==> config.mk <==
export PLATFORM = sky130hd
export DESIGN_NAME = start_token_consumer
export DESIGN_NICKNAME = d
export VERILOG_FILES = /design/src/rtl/start_token_consumer.sv
export SDC_FILE = /design/constraint.sdc
export NUM_CORES = 1
export LEC_CHECK = 0
export ABC_AREA = 1
export CORE_ASPECT_RATIO = 1.75
export CORE_UTILIZATION = 50
export DETAILED_ROUTE_END_ITERATION = 16
export PLACE_DENSITY = 0.85
export SYNTH_ARGS = -nofsm -noshare
export SYNTH_HDL_FRONTEND = slang
export SYNTH_SLANG_ARGS = --single-unit
export TNS_END_PERCENT = 100
==> constraint.sdc <==
create_clock -name clk -period 1.8 [get_ports clk]
set_input_delay 0.27 -clock clk [delete_from_list [all_inputs] [get_ports clk]]
set_output_delay 0.27 -clock clk [all_outputs]
set_load 0.005 [all_outputs]
==> src/rtl/start_token_consumer.sv <==
// start_token_consumer: turns start-FIFO tokens into ap_start/ap_ready handshakes and tracks PE runs in flight
module start_token_consumer #(
  parameter int MAX_INFLIGHT = 2,
  parameter int CNT_W        = 16
) (
  input  logic             clk,
  input  logic             reset,
  input  logic             start_empty_n,
  output logic             start_read,
  output logic             ap_start,
  input  logic             ap_ready,
  input  logic             ap_done,
  input  logic             enable,
  output logic             busy,
  output logic [CNT_W-1:0] accepted_cnt,
  output logic [CNT_W-1:0] done_cnt,
  output logic             err_underflow
);
  localparam int IW = $clog2(MAX_INFLIGHT + 1);
  localparam logic [IW-1:0] MAX_V = IW'(MAX_INFLIGHT);
  typedef enum logic [1:0] {IDLE, ARMED, FULL} state_t;
  state_t           state_q, state_d;
  logic [IW-1:0]    inflight_q, inflight_d;
  logic [CNT_W-1:0] accepted_q, accepted_d, done_q, done_d;
  logic             ap_start_q, ap_start_d, busy_q, busy_d, err_q, err_d;
  logic             accept;
  assign accept        = ap_start_q && ap_ready && start_empty_n;
  assign start_read    = accept;
  assign ap_start      = ap_start_q;
  assign busy          = busy_q;
  assign accepted_cnt  = accepted_q;
  assign done_cnt      = done_q;
  assign err_underflow = err_q;
  // Next-state: arm on a visible token when there is room, leave ARMED only on accept (one bubble after), park in FULL at the limit
  always_comb begin
    state_d = state_q;
    unique case (state_q)
      IDLE:    state_d = (enable && start_empty_n && inflight_q < MAX_V) ? ARMED :
                         (inflight_q == MAX_V) ? FULL : IDLE;
      ARMED:   state_d = accept ? IDLE : ARMED;
      FULL:    state_d = (inflight_q < MAX_V) ? IDLE : FULL;
      default: state_d = IDLE;
    endcase
    inflight_d = (accept && !ap_done) ? inflight_q + IW'(1) :
                 (!accept && ap_done && inflight_q != '0) ? inflight_q - IW'(1) : inflight_q;
    accepted_d = accept  ? accepted_q + CNT_W'(1) : accepted_q;
    done_d     = ap_done ? done_q + CNT_W'(1) : done_q;
    err_d      = err_q || (ap_done && inflight_q == '0);
    ap_start_d = state_d == ARMED;
    busy_d     = inflight_d != '0 || state_d == ARMED;
  end
  // State and registered outputs; async reset drops ap_start immediately so the token stays in the FIFO
  always_ff @(posedge clk or posedge reset) begin
    if (reset) begin
      state_q    <= IDLE;
      inflight_q <= '0;
      accepted_q <= '0;
      done_q     <= '0;
      err_q      <= 1'b0;
      ap_start_q <= 1'b0;
      busy_q     <= 1'b0;
    end else begin
      state_q    <= state_d;
      inflight_q <= inflight_d;
      accepted_q <= accepted_d;
      done_q     <= done_d;
      err_q      <= err_d;
      ap_start_q <= ap_start_d;
      busy_q     <= busy_d;
    end
  end
endmodule

* Yosys cells after proc, flatten, opt, wreduce, memory -nomap -nowiden *
Index checks and enable logic that the tools add are counted.

operators by class
  order comparisons = 1
  eq/ne operators = 4
  reductions and logical operators = 16
  muxes and demuxes = 7
  add/subtract/negate cells = 4

operators by type and width
  operator                                                            count
  16-bit by 1-bit adder with 16-bit output, second input constant     2
  2-bit two-way mux                                                   5
  1-bit logical AND                                                   8
  2-bit one-hot mux with 3 select lines                               1
  2-bit by 1-bit == test with 1-bit output, second input constant     2
  2-bit == test, second input constant                                2
  2-bit logical NOT                                                   2
  2-bit nonzero test                                                  2
  2-bit by 1-bit adder with 2-bit output, second input constant       1
  1-bit logical NOT                                                   2
  1-bit logical OR                                                    2
  2-bit less-than comparator, second input constant                   1
  2-bit by 1-bit subtractor with 2-bit output, second input constant  1
  1-bit two-way mux                                                   1

storage, ports and cells
  word-level logic and storage cells = 39
  bits in registers = 39
  input port bits = 6

* Depth between registers and ports, before layout *
  word-level depth = 9
  mapped depth = 9
  mapped depth without buffers = 9

* Worst setup path before layout *
No wires, ideal clock.

  path kind = register to register
  start point = register done_q[0] (netlist: done_cnt[0])
  end point = register done_q[12] (netlist: done_cnt[12])
  cell stages (with the launch flop) = 9
  arrival = 1.166 ns
  period minus slack after synthesis = 1.283 ns
  setup slack = 0.517 ns
  required time = 1.683 ns
  setup time = 0.117 ns
  buffers on the path = 0
  path through = dfrtp_1 -> ha_1 -> nand2_1 -> nor2_1 -> nand3_1 -> nor2_2 -> nand2_1 -> nand2_1 -> nand2_1

on the way
  cells in the longest elaborated chain, start to end = 1

RTL lines
  element                                   line  source
  start: declaration                        24    logic [CNT_W-1:0] accepted_q, accepted_d, done_q, done_d;
  start signal: assignment                  66    done_q <= done_d;
  16-bit by 1-bit adder with 16-bit output  47    done_d = ap_done ? done_q + CNT_W'(1) : done_q;

Every way passes these cells.
A chain may end at the register's enable or synchronous reset.

* Final worst setup path *
  start point = input port ap_ready
  end point = output port start_read

on the way
  cells in the longest elaborated chain, start to end = 2

RTL lines
  element                         line  source
  start: declaration              11    input logic ap_ready,
  1-bit logical AND (2 in a row)  27    assign accept = ap_start_q && ap_ready && start_empty_n;
  end: declaration                9     output logic start_read,

Every way passes these cells.

==> flow_metrics.tcl <==
set metrics [dict create \
    cts_tree "yes" \
    worstSetupStartpointType "input port" \
    cts_root_buf "clkbuf_8" \
    cp.arrival_ns 1.44 \
    clk_latency_ns 0.29 \
    numClockSinks 39 \
    cts_htree_levels 2 \
    relSlewSlack_pct 67.9 \
    antennaDiodeCount 0 \
    drive_gt1_share_pct 11.2 \
    timing.fmax_mhz 586 \
    critical_path_class "input port to primary output" \
    rows 29 \
    grt_pass1_wl_um 6980 \
    dr.pass1.iters 4 \
    overflow 0 \
    finClkSkew_ns 0.00480 \
    total_power_mw 2.74 \
    via_per_inst 4.90 \
    dp_hpwl_um 3020 \
    cpPeakStageDelay_ns 0.50 \
    wl_met3_um 128 \
    ir_worst_vdd_mv 1.16 \
    place_ws_ns 0.0318 \
    worst_pin_slew_ns 0.482 \
    io_pins 42 \
    clock_path_buffers 2 \
    gp_congestion 0.763 \
    setup_viol 0 \
    layout_common_cells "nand2_1, clkdlybuf4s50_1, dfrtp_1" \
    synthesis.nets 241 \
    yosysUniqueCellTypes 21 \
    synth-seq-cells 39 \
    worst_hold_path_type "input port to asynchronous set/reset pin" \
    rsz0062_at_grt "no" \
    synth_warnings 0 \
    slew_violations 0 \
    dr.first_iter.drc_count 26 \
    grt_usage_pct 22.2 \
    post-route-worst-setup-slack_ns 0.0931 \
    vias 1622 \
    antenna_found_initial 0 \
    dieArea_sq_mm 0.00420 \
    drc 0 \
    crit_path_end_kind "primary output" \
    clk_pin_slew_worst_paths_ns 0.07 \
    netlist_area_sq_mm 0.00197 \
    cp_common_cell "clkdlybuf4s50_1" \
    initial_core_util_pct 53.2 \
    die_width_um 49.4 \
    syn_area_per_cell_sq_um 8.53 \
    final_area_sq_mm 0.00259 \
    wl_per_cell_um 12.2 \
    power.density_mw_per_mm2 1060 \
    status "complete, no violations" \
    cp_slowest_cell "clkdlybuf4s50_1" \
    path_max_fanout 2 \
    wirelength_um 4040 \
    grt_max_degree 40 \
    top_layer_used "met4" \
    syn_inst 231 \
    ant_nets 0 \
    met2_wirelength_um 2310 \
    numCtsBuffers 5 \
    ys_seq_area_share_pct 49.6 \
    period_share_pct 94.8 \
    core_sq_mm 0.00370 \
    layout_commonest_cell "nand2_1" \
    post_cts_buffers 0 \
    areaGrowthSynthToFinish_pct 31.4 \
    port_buffers 41 \
    cts_hold_buf 0 \
    p_leak_nw 1.32 \
    die_y_um 85.0 \
    path_cells "clkdlybuf4s50_1, nand2_1, nor2_2, clkdlybuf4s50_1" \
    fin_nets 294 \
    hold_viol_final 0 \
    worstPathRequired_ns 1.53 \
    period_minus_slack_ns 1.71 \
    setup-tns-final_ns 0 \
    placed_area_sq_mm 0.00247 \
    wl_met1_um 1490 \
    cap_violations 0 \
    grt_pass1_vias 1643 \
]
## cells in the mapped netlist
cell | count | share of area (%)
nor2_1 | 22 | 4.2
buf_6 | 2 | 1.1
xnor2_1 | 8 | 3.6
nand3b_1 | 2 | 0.76
nand3_2 | 1 | 0.51
nand2_1 | 70 | 13
nand3_1 | 13 | 3.3
nand4_1 | 5 | 1.6
dfrtp_1 | 39 | 50
a21oi_1 | 1 | 0.25
nand2_4 | 2 | 1.1
xor2_1 | 12 | 5.3
nand2_2 | 2 | 0.64
inv_2 | 1 | 0.19
ha_1 | 4 | 2.5
inv_1 | 31 | 5.9
nor2_2 | 6 | 1.9
nor2_4 | 4 | 2.3
a21o_2 | 1 | 0.44
nor3_1 | 4 | 1.0
o21bai_1 | 1 | 0.38
## worst max-delay path, delay by kind of cell
family | cells | cell delay, ns
and+or+nand+nor | 2 | 0.17
buffers and inverters | 2 | 0.99
## per-stage QoR
step	util [%]	std cells	hold WS [ns]
4_1_cts	69.8	331	0.399
3_3_place_gp	66.7	323	0.447
5_1_grt	69.9	331	0.421
3_5_place_dp	66.7	323	0.462
6_report	69.9	331	0.387
2_1_floorplan	-	231	0.456
## metal layers
layer  GRT usage, %  vias to the layer above
met4           9.87                        0
met1           22.2                      766
met3           4.12                       10
met5              0                        -
li1               -                      808
met2           42.7                       38
## state kept, by name, summed over array words and instances (netlist names)
signal,cells
inflight_q,2
accepted_cnt,16
state_q,2
busy,1
done_cnt,16
err_underflow,1
ap_start,1
## final timing paths
path	startpoint	to	slack (ns)	cells past startpoint
hold / removal	reset	accepted_cnt[3]	0.39	3
setup / recovery	ap_ready	start_read	0.09	4
setup reg to reg	done_cnt[0]	done_cnt[12]	0.29	8
min in group clk	start_empty_n	state_q[0]	0.40	5
max in group asynchronous	reset	done_cnt[9]	1.08	3
hold reg to reg	err_underflow	err_underflow	0.48	1
## layout make-up
type / count / area [sq um]
Clock buffer: 6 / 82.6
Clock inverter: 2 / 35.0
Fill cell: 291 / 1110
Inverter: 32 / 120
Multi-Input combinational cell: 158 / 851
Sequential cell: 39 / 976
Tap cell: 46 / 57.6
Timing Repair Buffer: 48 / 465
## report_power, final
part,switching (mW),internal (mW)
Sequential,0.171,1.04
Clock,0.302,0.448
Combinational,0.369,0.405
Total,0.842,1.89
## cell families (layout without fill, tap and decap cells)
| group | Yosys count | count (layout) | synth area share, % |
|---|---|---|---|
| XOR/XNOR | 20 | 20 | 8.89 |
| adder cells (fa/ha/maj) | 4 | 4 | 2.54 |
| buffers and inverters | 34 | 88 | 7.24 |
| AND/OR/NAND/NOR | 131 | 131 | 30.7 |
| AO/OA/AOI/OAI | 3 | 3 | 1.08 |
| flip-flops | 39 | 39 | 49.6 |
## what timing repair did
item / 4_1_cts / 5_1_grt
endpoints found under the setup margin: 0 / 1
endpoints found under the hold margin: 0 / 0
resized for setup: 0 / 1
Note: power is estimated with default switching activity, not from simulation.
